[src/rtl/ahbl_dual_master_arb_pkg.sv]
// Shared types and constants for the dual-master AHB-Lite arbiter.
//   Width defaults    : SYS_ADDR_WIDTH, SYS_DATA_WIDTH
//   Enumerated types  : htrans_e, hsize_e, arb_owner_e
//   Protection values : HPROT_FETCH, HPROT_DATA
package ahbl_dual_master_arb_pkg;

    localparam int unsigned SYS_ADDR_WIDTH = 32;
    localparam int unsigned SYS_DATA_WIDTH = 32;

    typedef enum logic [1:0] {
        HTRANS_IDLE   = 2'b00,
        HTRANS_NONSEQ = 2'b10
    } htrans_e;

    typedef enum logic [2:0] {
        HSIZE_BYTE = 3'b000,
        HSIZE_HALF = 3'b001,
        HSIZE_WORD = 3'b010
    } hsize_e;

    typedef enum logic {
        OWNER_INSTR = 1'b0,
        OWNER_DATA  = 1'b1
    } arb_owner_e;

    localparam logic [3:0] HPROT_FETCH = 4'b0010;
    localparam logic [3:0] HPROT_DATA  = 4'b0011;

endpackage

[src/rtl/ahbl_dual_master_arb_be2size.sv]
// Byte-enable to AHB transfer size / low address decode.
//   be      : 4-bit byte enables of a word-aligned access
//   hsize   : transfer size (byte, halfword or word)
//   addr_lo : HADDR[1:0] for the selected lanes
// Patterns that are not a single byte or an aligned halfword fall back to a
// full word access at offset 0.
module ahbl_dual_master_arb_be2size
    import ahbl_dual_master_arb_pkg::*;
(
    input  logic [3:0] be,
    output hsize_e     hsize,
    output logic [1:0] addr_lo
);

    always_comb begin
        hsize   = HSIZE_WORD;
        addr_lo = 2'b00;
        case (be)
            4'b0001: begin hsize = HSIZE_BYTE; addr_lo = 2'b00; end
            4'b0010: begin hsize = HSIZE_BYTE; addr_lo = 2'b01; end
            4'b0100: begin hsize = HSIZE_BYTE; addr_lo = 2'b10; end
            4'b1000: begin hsize = HSIZE_BYTE; addr_lo = 2'b11; end
            4'b0011: begin hsize = HSIZE_HALF; addr_lo = 2'b00; end
            4'b1100: begin hsize = HSIZE_HALF; addr_lo = 2'b10; end
            default: ;
        endcase
    end

endmodule

[src/rtl/ahbl_dual_master_arb.sv]
// Shares one AHB-Lite master port between the Ibex instruction-fetch and
// LSU req/gnt/rvalid interfaces. One address phase is granted per cycle and
// the single outstanding data phase is routed back to its owner.
//   sys_clk_i / sys_rstn_i : clock, synchronous active-low reset
//   instr_*                : fetch request/grant/response interface
//   data_*                 : LSU request/grant/response interface
//   ahbl_*                 : AHB-Lite master port
// Build option: define ARB_ROUND_ROBIN_EN to alternate between ports when
// both request; otherwise the LSU always has priority over fetch.
module ahbl_dual_master_arb
    import ahbl_dual_master_arb_pkg::*;
#(
    parameter int unsigned ADDR_WIDTH = SYS_ADDR_WIDTH,
    parameter int unsigned DATA_WIDTH = SYS_DATA_WIDTH
) (
    input  logic                  sys_clk_i,
    input  logic                  sys_rstn_i,
    input  logic                  instr_req_i,
    output logic                  instr_gnt_o,
    output logic                  instr_rvalid_o,
    input  logic [ADDR_WIDTH-1:0] instr_addr_i,
    output logic [DATA_WIDTH-1:0] instr_rdata_o,
    output logic                  instr_err_o,
    input  logic                  data_req_i,
    output logic                  data_gnt_o,
    output logic                  data_rvalid_o,
    input  logic                  data_we_i,
    input  logic [3:0]            data_be_i,
    input  logic [ADDR_WIDTH-1:0] data_addr_i,
    input  logic [DATA_WIDTH-1:0] data_wdata_i,
    output logic [DATA_WIDTH-1:0] data_rdata_o,
    output logic                  data_err_o,
    output logic [ADDR_WIDTH-1:0] ahbl_haddr_o,
    output logic [2:0]            ahbl_hburst_o,
    output logic                  ahbl_hmastlock_o,
    output logic [3:0]            ahbl_hprot_o,
    output logic [2:0]            ahbl_hsize_o,
    output logic [1:0]            ahbl_htrans_o,
    output logic [DATA_WIDTH-1:0] ahbl_hwdata_o,
    output logic                  ahbl_hwrite_o,
    input  logic [DATA_WIDTH-1:0] ahbl_hrdata_i,
    input  logic                  ahbl_hready_i,
    input  logic                  ahbl_hresp_i
);

    logic                  dp_valid;
    arb_owner_e            dp_owner;
    logic [DATA_WIDTH-1:0] hwdata;
    arb_owner_e            winner;
    logic                  any_req;
    logic                  err_first;
    logic                  addr_ok;
    logic                  grant;
    logic                  dp_rvalid;
    hsize_e                be_size;
    logic [1:0]            be_lo;
    logic                  unused_addr_bits;

`ifdef ARB_ROUND_ROBIN_EN
    arb_owner_e            rr_last;
`endif

    // Byte lanes come from data_be_i, so the core's low address bits are dropped.
    assign unused_addr_bits = ^data_addr_i[1:0];

    ahbl_dual_master_arb_be2size u_be2size (
        .be      (data_be_i),
        .hsize   (be_size),
        .addr_lo (be_lo)
    );

    // First cycle of a two-cycle ERROR response (HRESP=1, HREADY=0).
    assign err_first = ahbl_hresp_i & ~ahbl_hready_i;
    assign addr_ok   = ahbl_hready_i & ~err_first;
    assign any_req   = instr_req_i | data_req_i;
    assign grant     = any_req & addr_ok;

    always_comb begin
        winner = OWNER_INSTR;
        if (data_req_i) begin
            winner = OWNER_DATA;
        end
`ifdef ARB_ROUND_ROBIN_EN
        if (data_req_i && instr_req_i) begin
            winner = (rr_last == OWNER_DATA) ? OWNER_INSTR : OWNER_DATA;
        end
`endif
    end

    assign data_gnt_o  = grant & (winner == OWNER_DATA);
    assign instr_gnt_o = grant & (winner == OWNER_INSTR);

    // Address-phase outputs track the current winner even through wait
    // states, so a core holding its request keeps HADDR stable.
    always_comb begin
        ahbl_htrans_o = HTRANS_IDLE;
        ahbl_haddr_o  = '0;
        ahbl_hwrite_o = 1'b0;
        ahbl_hsize_o  = HSIZE_WORD;
        ahbl_hprot_o  = HPROT_FETCH;
        if (any_req) begin
            if (!err_first) begin
                ahbl_htrans_o = HTRANS_NONSEQ;
            end
            if (winner == OWNER_DATA) begin
                ahbl_haddr_o  = {data_addr_i[ADDR_WIDTH-1:2], be_lo};
                ahbl_hwrite_o = data_we_i;
                ahbl_hsize_o  = be_size;
                ahbl_hprot_o  = HPROT_DATA;
            end else begin
                ahbl_haddr_o  = instr_addr_i;
            end
        end
    end

    assign ahbl_hburst_o    = 3'b000;
    assign ahbl_hmastlock_o = 1'b0;
    assign ahbl_hwdata_o    = hwdata;

    always_ff @(posedge sys_clk_i) begin
        if (!sys_rstn_i) begin
            dp_valid <= 1'b0;
            dp_owner <= OWNER_INSTR;
            hwdata   <= '0;
`ifdef ARB_ROUND_ROBIN_EN
            rr_last  <= OWNER_INSTR;
`endif
        end else if (ahbl_hready_i) begin
            dp_valid <= grant;
            if (grant) begin
                dp_owner <= winner;
                if (winner == OWNER_DATA) begin
                    hwdata <= data_wdata_i;
                end
`ifdef ARB_ROUND_ROBIN_EN
                rr_last <= winner;
`endif
            end
        end
    end

    assign dp_rvalid      = dp_valid & ahbl_hready_i;
    assign instr_rvalid_o = dp_rvalid & (dp_owner == OWNER_INSTR);
    assign data_rvalid_o  = dp_rvalid & (dp_owner == OWNER_DATA);
    assign instr_rdata_o  = instr_rvalid_o ? ahbl_hrdata_i : '0;
    assign data_rdata_o   = data_rvalid_o ? ahbl_hrdata_i : '0;
    assign instr_err_o    = ahbl_hresp_i & instr_rvalid_o;
    assign data_err_o     = ahbl_hresp_i & data_rvalid_o;

endmodule

[config.mk]
export PLATFORM = sky130hd
export DESIGN_NAME = ahbl_dual_master_arb
export DESIGN_NICKNAME = d
export VERILOG_FILES = /design/src/rtl/ahbl_dual_master_arb_pkg.sv /design/src/rtl/ahbl_dual_master_arb_be2size.sv /design/src/rtl/ahbl_dual_master_arb.sv
export SDC_FILE = /design/constraint.sdc
export NUM_CORES = 1
export LEC_CHECK = 0
export ABC_CLOCK_PERIOD_IN_PS = 1400
export BUFFER_PORTS_ARGS = -buffer_cell sky130_fd_sc_hd__buf_2
export CORE_AREA = 2 2 112 114
export DETAILED_ROUTE_END_ITERATION = 10
export DIE_AREA = 0 0 114 116
export SYNTH_ARGS = -nofsm -noshare
export SYNTH_HDL_FRONTEND = slang
export SYNTH_SLANG_ARGS = --single-unit
[constraint.sdc]
create_clock -name sys_clk_i -period 1.4 [get_ports sys_clk_i]
set_clock_uncertainty 0.05 [all_clocks]
set_input_delay 0.14 -clock sys_clk_i [delete_from_list [all_inputs] [get_ports sys_clk_i]]
set_output_delay 0.14 -clock sys_clk_i [all_outputs]
set_load 0.005 [all_outputs]
==> flow_summary_export.csv, run 1 <==
group,metric,value,unit
cells_and_area,final_util,32.5,%
floorplanning,start_util,18.6,%
route,wl_met2,4.48,mm
route,drt_iter0_drc,153,
route,wirelength,9.81,mm
sta,fmax,704,MHz
yosys,synth_xor_area_share,0.396,%
clock_tree,clock_latency,0.27,ns
power,p_per_area,742,nW/um2
min_path,min_to,"ahbl_hwdata_o[4]",
critical_path,startpoint_type,"flop",
sta,fin_crit_sh,101,%
cells_and_area,design_area,3870,um2
power,internal_power,2110,uW
yosys,syn-cell-area,2210,um2
route,first_pass_iters,4,
placement,dp_slack,0.190,ns
sta,rsz0062_at_grt,"true",
min_path,hp-start,"data_wdata_i[4]",
cells_and_area,final_nets,691,
power,p_sw,764,uW
floorplanning,rows,40,
route,wl_per_cell,14.0,um
yosys,synth-main-ff-cell,"dfxtp_1",
yosys,synth_top_area_share,30.8,%
yosys,synth.distinct_cells,25,
critical_path,cp_data_arrival_time,1.23,ns
placement,port_buffers,275,
yosys,synth_seq_area_share,30.8,%
clock_tree,clockBufferDepth,2,
global_route,grt_use_total,12.9,%
placement,dpl.hpwl,7.88,mm
cells_and_area,syn2layout_area_growth,75.0,%
critical_path,reg2reg_slack,0.70,ns
floorplanning,dieArea,13200,um2
global_route,grt_pass1_wl,13.5,mm
critical_path,worst-path-max-fanout,34,
sta,setup-tns-final,-0.210,ns
cells_and_area,num-fill-cells,1318,
clock_tree,root_buffer,"clkbuf_16",
min_path,hp-class,"in -> reg",
power,peakVddDrop,0.489,mV
cells_and_area,drive_gt1_share,54.1,%
floorplanning,dieHeight,116,um
clock_tree,clkTransAtPathRegs,0.06,ns
yosys,muxShareOfSynthArea,0,%
clock_tree,cts_made_buffers,5,
route,num_vias,2895,
outcome,violations,"negative setup slack",
floorplanning,io_pins,287,
power,pwr-share-clk,39.0,%
min_path,hold_path_depth,3,
route,final_antenna_net_count,0,
critical_path,critPathCaptureType,"output port",
yosys,synth_area_leaders,"dfxtp_1, and2_1, a22o_1",
yosys,async_flop_share,0,%
yosys,yosysTopAreaCell,"dfxtp_1",
cells_and_area,n_antenna_cell,0,
clock_tree,clkSinkCount,34,
global_route,antenna_found_initial,0,
critical_path,criticalPathCategory,"reg -> out",
floorplanning,die_width,114,um
yosys,synth_compound_area_share,25.1,%
route,drc,0,
outcome,status,"finished with violations",
yosys,synthTopCellsByCount,"and2_1, nand2_1, dfxtp_1",
yosys,synthAdderAreaFrac,0,%
route,wl_met1,4.38,mm
placement,dpl-instance-area,3690,um2
sta,final-hold-violation-count,0,
yosys,netlist_instances,290,
yosys,ys_warn_count,0,
yosys,synth_seq_cells,34,
critical_path,r2r_end,"dp_valid",
yosys,synth_top_family_by_area,"simple AND/OR/NAND/NOR gates",
sta,setup_ws,-0.0207,ns
run,drv_cap,0,
global_route,grt_pass1_vias,2506,
yosys,syn_area_per_cell,7.63,um2
yosys,synth-simple-area-share,33.6,%
sta,final_max_slew_viol_count,0,
floorplanning,core-area,11900,um2
global_route,grt_overflow_total,0,
clock_tree,htreeDepth,2,
power,power_leakage,0.00222,uW
power,power_frac_seq,36.2,%
power,p_sw_share,26.6,%
route,wl_met3,894,um
clock_tree,cts_tree,"done",
critical_path,r2r-start,"dp_valid",
critical_path,r2r_cells,1,
route,routed.top_layer,"met4",
power,combPwrFrac,24.8,%
sta,period_minus_slack,1.42,ns
sta,setup_violations,29,
yosys,synth-edff-count,0,
route,via_per_inst,4.14,
placement,place.gp.congestion,0.704,
critical_path,crit_required,1.21,ns
global_route,grt_max_degree,37,
sta,worstMarginPinSlew,0.535,ns
sta,slew_headroom,64.3,%
## state kept, by name, indices dropped and copies added, names as in the netlist
name and count:
ahbl_hwdata_o 32, dp_owner 1, dp_valid 1
## cell families (layout without fill, tap and decap cells)
| group | after synthesis | in the layout |
|---|---|---|
| xor gates and xnor gates | 1 | 1 |
| AOI/OAI and AO/OA | 69 | 69 |
| buffers and inverters | 36 | 292 |
| DFF | 34 | 34 |
| and+or+nand+nor | 148 | 148 |
| other | 2 | 9 |
## cell usage in the layout, fill, tap and decap left out
master     instances
xor2_1             1
dfxtp_2            2
conb_1             9
nand2_1           66
nor2b_1            1
a21oi_1            2
buf_4              4
nor2b_2            1
o21a_1             1
and3_4             1
o211a_1            1
and3_1             2
nand2_2            2
and2_4             2
a21boi_0           3
a22o_1            31
buf_2            272
o21ai_0            1
clkinv_2           1
and2_1            65
clkbuf_8           1
buf_12             4
inv_1              1
clkbuf_1           1
a21boi_1          29
a32o_1             1
nor3_1             2
buf_6              2
inv_2              1
nor2_2             1
dfxtp_1           32
nor2_1             5
clkbuf_16          5
## critical path, cell delays in order (launching register included)
cell	delay (ns)
dfxtp_2	0.34
nand2_2	0.05
nor2_2	0.12
buf_12	0.18
and2_1	0.15
buf_2	0.11
## through the flow
| stage | total power (uW) | cells | hold WS (ns) |
|---|---|---|---|
| CTS | 2920 | 700 | 0.0414 |
| detailed placement | 1770 | 692 | 0.335 |
| global route | 3030 | 700 | 0.0533 |
| finish | 2870 | 700 | 0.0454 |
| floorplan | 1360 | 297 | 0.225 |
| global placement | 1770 | 692 | 0.332 |
## power by group through the flow
stage	Sequential (uW)	Combinational [uW]	Clock [uW]
after floorplan	1060	301	0
after global placement	1060	717	0
after detailed placement	1060	715	0
after CTS	1040	722	1160
after global routing	1040	792	1200
final	1040	713	1120
## how the worst max path moves through the flow
stage,start,endpoint,depth (start not counted),slack (ns)
floorplan,dp_valid,data_rdata_o[21],4,0.33
global placement,ahbl_hready_i,instr_rdata_o[31],6,0.22
detailed placement,ahbl_hready_i,instr_rdata_o[31],6,0.19
CTS,dp_valid,instr_rdata_o[31],5,-0.08
global route,dp_valid,instr_rdata_o[24],5,-0.11
finish,dp_valid,instr_rdata_o[27],5,-0.02
## final cells by class
type | instances | area (um2) | area share, %
inverter | 2 | 7.51 | 0.194
sequential | 34 | 683 | 17.6
timing repair buffer | 282 | 1490 | 38.6
clock inverter | 1 | 5.00 | 0.129
tap | 147 | 184 | 4.75
clock buffer | 7 | 143 | 3.68
multi-input combinational | 227 | 1360 | 35.0
## metal layers
metal | up-vias | GRT usage [%]
met5 | - | 0
met4 | 0 | 2.20
met3 | 5 | 3.50
met2 | 145 | 20.3
met1 | 1288 | 18.0
li1 | 1457 | -
## timing repair
action,4_1_cts,5_1_grt
endpoints found under the setup margin,66,66
gates resized for setup,6,3
setup buffers,0,0
hold buffers,0,0
No activity file was read; power rests on OpenSTA's default activity.
==> inputs of run 2 (changes only) <==
--- a/config.mk
+++ b/config.mk
@@ -6,7 +6,7 @@
 export NUM_CORES = 1
 export LEC_CHECK = 0
 export ABC_CLOCK_PERIOD_IN_PS = 1400
-export BUFFER_PORTS_ARGS = -buffer_cell sky130_fd_sc_hd__buf_2
+export BUFFER_PORTS_ARGS = -buffer_cell sky130_fd_sc_hd__buf_4
 export CORE_AREA = 2 2 112 114
 export DETAILED_ROUTE_END_ITERATION = 10
 export DIE_AREA = 0 0 114 116
==> run 2 against run 1 <==
  * The flow still finishes with violations (negative setup slack)
  * Design area up 23%
  * Clock power barely moved
  * Routed wire length grew 12%
  * Combinational power rose by 32%
  * Critical path type unchanged
  * Cell count up 0.71%
  * Critical path depth fell by 1
  * Register-to-register slack about the same
  * Die area unchanged
==> flow_summary_export.csv, run 2 (synthesis gave the netlist of run 1 again) <==
group,metric,value,unit
critical_path,worst-path-buf-inv,2,
run,drv_cap,0,
clock_tree,clockBufferDepth,2,
floorplanning,dieArea,13200,um2
critical_path,crit_chain,"and3_4 > clkbuf_16 > and2_4 > buf_6",
sta,holdWs,0.0572,ns
critical_path,critPathCaptureType,"output port",
min_path,hold_path_depth,3,
route,via_per_inst,4.27,
clock_tree,clkTransAtPathRegs,0.06,ns
global_route,grt_pass1_vias,2785,
floorplanning,io_pins,287,
power,peakVddDrop,0.578,mV
floorplanning,core-area,11900,um2
clock_tree,cts_made_buffers,5,
clock_tree,htreeDepth,2,
min_path,hp-class,"in -> reg",
cells_and_area,final_nets,696,
clock_tree,cts_tree,"done",
global_route,grt_pass1_wl,15.2,mm
placement,dp.cells,693,
global_route,antenna_found_initial,0,
power,p_per_area,650,nW/um2
floorplanning,dieHeight,116,um
cells_and_area,largest_reg_flops,32,
critical_path,crit_required,1.21,ns
power,power_leakage,0.00244,uW
critical_path,r2r-start,"dp_valid",
sta,fmax,669,MHz
placement,dpl.hpwl,8.76,mm
placement,place.gp.congestion,0.833,
critical_path,r2r_cells,1,
critical_path,reg2reg_slack,0.71,ns
global_route,grt_max_degree,37,
cells_and_area,instances_no_fill,705,
route,drt_iter0_drc,132,
floorplanning,start_util,18.6,%
sta,setup_violations,63,
clock_tree,root_buffer,"clkbuf_16",
cells_and_area,syn2layout_area_growth,115,%
critical_path,r2r_end,"dp_valid",
cells_and_area,final_cell_mix,"buf_4, nand2_1, and2_1",
cells_and_area,n_antenna_cell,0,
clock_tree,cts_hold_buf,0,
clock_tree,clkSinkCount,34,
min_path,min_to,"ahbl_hwdata_o[9]",
cells_and_area,design_area,4770,um2
critical_path,critPathTopFamily,"simple AND/OR/NAND/NOR gates",
sta,final_max_slew_viol_count,0,
cells_and_area,num-fill-cells,1209,
critical_path,startpoint_type,"flop",
route,num_vias,3013,
route,wirelength,11.0,mm
critical_path,cp_data_arrival_time,1.30,ns
min_path,hp-start,"data_wdata_i[9]",
route,wl_per_cell,15.6,um
critical_path,worst-path-max-fanout,8,
sta,fin_crit_sh,107,%
sta,setup_ws,-0.0937,ns
global_route,grt_overflow_total,0,
global_route,grt_use_total,14.5,%
critical_path,critPathSlowestCell,"dfxtp_2",
floorplanning,die_width,114,um
critical_path,criticalPathCategory,"reg -> out",
cells_and_area,final_common_cell,"buf_4",
placement,dpl-instance-area,4400,um2
outcome,violations,"negative setup slack",
sta,period_minus_slack,1.49,ns
clock_tree,clock_latency,0.27,ns
sta,rsz0062_at_grt,"true",
floorplanning,rows,40,
sta,final-hold-violation-count,0,
critical_path,max_stage_delay,0.34,ns
outcome,status,"finished with violations",
cells_and_area,drive_gt1_share,57.7,%
cells_and_area,final_util,40.0,%
route,drc,0,
placement,port_buffers,275,
route,first_pass_iters,4,
sta,setup-tns-final,-2.82,ns
route,final_antenna_net_count,0,
## run 2: cell count changes in the layout (fill, tap and decap cells not counted), sizes merged
cell / previous run / this run
buf: 282 / 285
clkinvlp: 0 / 1
clkbuf: 7 / 8
## run 2: per-layer routing
metal  part of all wire (%)  global-route usage [%]
met2                     50                    24.2
met4                   0.66                    2.36
met3                    8.4                    4.18
met5                      0                       0
met1                     41                    18.8
## run 2: report_power, final
part / internal (uW) / switching [uW]
registers: 1020 / 25.7
clock network: 704 / 412
logic: 591 / 353
total: 2310 / 790
## run 2: repair_timing
item	CTS	global route
pin swaps	0	18
gates resized for setup	7	36
hold endpoints to repair	0	0
setup buffers	0	1
cloned	1	2
setup endpoints to repair	66	66
## run 2: layout make-up
| type | count | area [um2] | share of cell area [%] |
|---|---|---|---|
| multi-input cells | 227 | 1400 | 29.3 |
| inverters | 2 | 7.51 | 0.157 |
| repair buffers | 287 | 2340 | 49.2 |
| clock buffers | 6 | 139 | 2.91 |
| flip-flops and latches | 34 | 683 | 14.3 |
| clock inverters | 2 | 12.5 | 0.262 |
| well taps | 147 | 184 | 3.86 |
## run 2: worst max path at each step
stage / startpoint / cells after the start / to / slack, ns
after floorplan: dp_valid / 4 / data_rdata_o[21] / 0.33
after global placement: dp_valid / 5 / instr_rdata_o[11] / 0.23
after detailed placement: dp_valid / 5 / instr_rdata_o[11] / 0.22
after CTS: dp_valid / 5 / instr_rdata_o[11] / -0.07
after global routing: dp_owner / 4 / data_rdata_o[25] / -0.15
final: dp_owner / 4 / data_rdata_o[7] / -0.09
## run 2: through the flow
stage | power, uW | worst slack, ns
after floorplan | 1360 | 0.327
after global placement | 1970 | 0.231
after detailed placement | 1980 | 0.224
after CTS | 3130 | -0.0659
after global routing | 3260 | -0.146
final | 3100 | -0.0937
==> inputs of run 3 (changes only) <==
--- a/config.mk
+++ b/config.mk
@@ -6,10 +6,10 @@
 export NUM_CORES = 1
 export LEC_CHECK = 0
 export ABC_CLOCK_PERIOD_IN_PS = 1400
-export BUFFER_PORTS_ARGS = -buffer_cell sky130_fd_sc_hd__buf_4
-export CORE_AREA = 2 2 112 114
+export CORE_AREA = 2 2 110 112
 export DETAILED_ROUTE_END_ITERATION = 10
-export DIE_AREA = 0 0 114 116
+export DIE_AREA = 0 0 112 114
+export DONT_BUFFER_PORTS = 1
 export SYNTH_ARGS = -nofsm -noshare
 export SYNTH_HDL_FRONTEND = slang
 export SYNTH_SLANG_ARGS = --single-unit
==> constraint.sdc (replaced) <==
create_clock -name sys_clk_i -period 1.4 [get_ports sys_clk_i]
set_clock_uncertainty 0.05 [all_clocks]
set_input_delay 0.14 -clock sys_clk_i [delete_from_list [all_inputs] [get_ports sys_clk_i]]
set_output_delay 0.14 -clock sys_clk_i [all_outputs]
set_load 0.05 [all_outputs]
==> run 3 against run 2 <==
  * The flow finishes with violations (negative hold slack, negative setup slack)
  * Non-clock buffer count down 99
  * First-iteration DRC count down 18%
  * Critical endpoint is now data_rdata_o[12]
  * Clock power down 4%
  * Critical path depth unchanged
  * Fmax down 2.3%
  * Global-route usage up 1.2 points
  * Cell count down 14%
  * Highest routed layer unchanged
  * Design area up 11%
  * Routed wire length up 2.6%
  * Utilization up 5.3 points
  * Sequential power about the same
==> flow_summary_export.csv, run 3 (synthesis gave the netlist of run 1 again) <==
group,metric,value,unit
global_route,grt_overflow_total,0,
sta,worstMarginPinSlew,0.754,ns
clock_tree,clockBufferDepth,2,
critical_path,crit_required,1.21,ns
route,first_pass_iters,5,
global_route,grt.met1_usage,18.0,%
global_route,grt_use_total,15.7,%
floorplanning,dieHeight,114,um
clock_tree,htreeDepth,2,
sta,rsz0062_at_grt,"true",
sta,setup_ws,-0.129,ns
cells_and_area,syn2layout_area_growth,140,%
critical_path,startpoint_type,"flop",
sta,fin_crit_sh,109,%
critical_path,worst-path-max-fanout,17,
global_route,met2_usage,28.8,%
critical_path,cp_data_arrival_time,1.34,ns
route,via_per_inst,4.61,
global_route,grt_max_degree,41,
clock_tree,cts_hold_buf,47,
clock_tree,clkTransAtPathRegs,0.05,ns
critical_path,max_stage_delay,0.34,ns
outcome,violations,"negative hold slack, negative setup slack",
placement,port_buffers,0,
cells_and_area,final_nets,597,
cells_and_area,design_area,5310,um2
critical_path,r2r_cells,3,
min_path,hp-class,"in -> reg",
sta,setup_violations,66,
sta,final-hold-violation-count,2,
floorplanning,start_util,18.9,%
clock_tree,cts_made_buffers,5,
route,drt_iter0_drc,108,
global_route,grt_pass1_vias,2765,
critical_path,critPathCaptureType,"output port",
global_route,globalRouteMet3Util,4.25,%
power,peakVddDrop,0.742,mV
run,drv_cap,0,
floorplanning,io_pins,287,
route,drc,0,
cells_and_area,drive_gt1_share,47.3,%
critical_path,criticalPathCategory,"reg -> out",
critical_path,crit_chain,"and3_4 > buf_16 > and2_4 > buf_12",
cells_and_area,final_cell_mix,"buf_12, nand2_1, and2_4",
min_path,hold_path_depth,1,
cells_and_area,final_common_cell,"buf_12",
power,power_leakage,0.00230,uW
clock_tree,post-cts-setup-buffers,0,
outcome,status,"finished with violations",
critical_path,critPathSlowestCell,"dfxtp_2",
global_route,antenna_found_initial,0,
route,num_vias,2787,
route,final_antenna_net_count,0,
placement,dpl-instance-area,4510,um2
clock_tree,clkSinkCount,34,
floorplanning,core-area,11700,um2
clock_tree,clock_latency,0.27,ns
placement,dp_slack,0.122,ns
placement,dpl.hpwl,7.92,mm
floorplanning,dieArea,12800,um2
sta,slew_headroom,49.6,%
sta,holdWs,-0.0362,ns
floorplanning,die_width,112,um
sta,period_minus_slack,1.53,ns
critical_path,critPathTopFamily,"simple AND/OR/NAND/NOR gates",
sta,final_max_slew_viol_count,0,
clock_tree,root_buffer,"clkbuf_16",
global_route,busiest_layer,"met2",
critical_path,critical_path_depth,4,
floorplanning,rows,40,
critical_path,worst-path-buf-inv,2,
sta,fmax,654,MHz
cells_and_area,largest_reg_flops,32,
route,wl_per_cell,18.7,um
power,p_per_area,712,nW/um2
route,wirelength,11.3,mm
placement,place.gp.congestion,0.790,
cells_and_area,n_antenna_cell,0,
clock_tree,cts_tree,"done",
global_route,grt_pass1_wl,15.6,mm
==> run 3: cell types whose count changed in the layout (fill, tap and decap cells not counted), sizes merged <==
cell         previous run  this run
buf                   285       140
dlygate4sd3             0        47
clkbuf                  8         7
clkinv                  1         0
clkinvlp                1         0
==> run 3: what timing repair did <==
action                                  4_1_cts  5_1_grt
pin swaps                                     0        5
endpoints found under the setup margin       68       68
cloned                                        1        1
endpoints found under the hold margin        34        1
resized for setup                            29       31
==> run 3: worst register-to-register path: cells and delay by family (launching register included) <==
kind / cells / cell delay, ns
and+or+nand+nor: 1 / 0.07
buffers and inverters: 1 / 0.59
DFF: 1 / 0.34
AOI/OAI and AO/OA: 1 / 0.17
==> run 3: stage by stage <==
step | hold WS [ns] | total power [uW] | instances | setup TNS (ns) | util, %
global placement | 0.225 | 2550 | 549 | 0 | 38.5
detailed placement | 0.231 | 2570 | 549 | 0 | 38.5
CTS | -0.0371 | 3760 | 603 | -7.15 | 44.5
floorplan | 0.225 | 1980 | 297 | 0 | -
finish | -0.0362 | 3780 | 604 | -6.62 | 45.3
global route | -0.0245 | 3900 | 604 | -9.75 | 45.3
==> run 3: area by class of cell <==
cell class                 count  area [um2]
sequential                    34         683
fill                        1053        6400
timing repair buffer         188        2800
multi-input combinational    227        1490
clock buffer                   6         139
inverter                       2        7.51
tap                          147         184
==> run 3: routing by layer <==
layer,routed length [um],share of wire (%),vias up
met5,0,0,-
met2,5940,53,181
met1,4120,37,1319
met4,228,2.0,0
met3,981,8.7,20
li1,-,-,1267
==> run 3: power breakdown <==
part | internal (uW) | switching (uW) | total, uW
Sequential | 1020 | 27.6 | 1040
Combinational | 720 | 938 | 1660
Clock | 687 | 391 | 1080
==> run 3: path summary, 6_finish.rpt <==
check	from	end	slack (ns)
max	dp_valid	data_rdata_o[12]	-0.13
min	ahbl_hready_i	dp_valid	-0.04
max reg2reg	ahbl_hwdata_o[12]	ahbl_hwdata_o[12]	0.12
min reg2reg	ahbl_hwdata_o[23]	ahbl_hwdata_o[23]	0.41
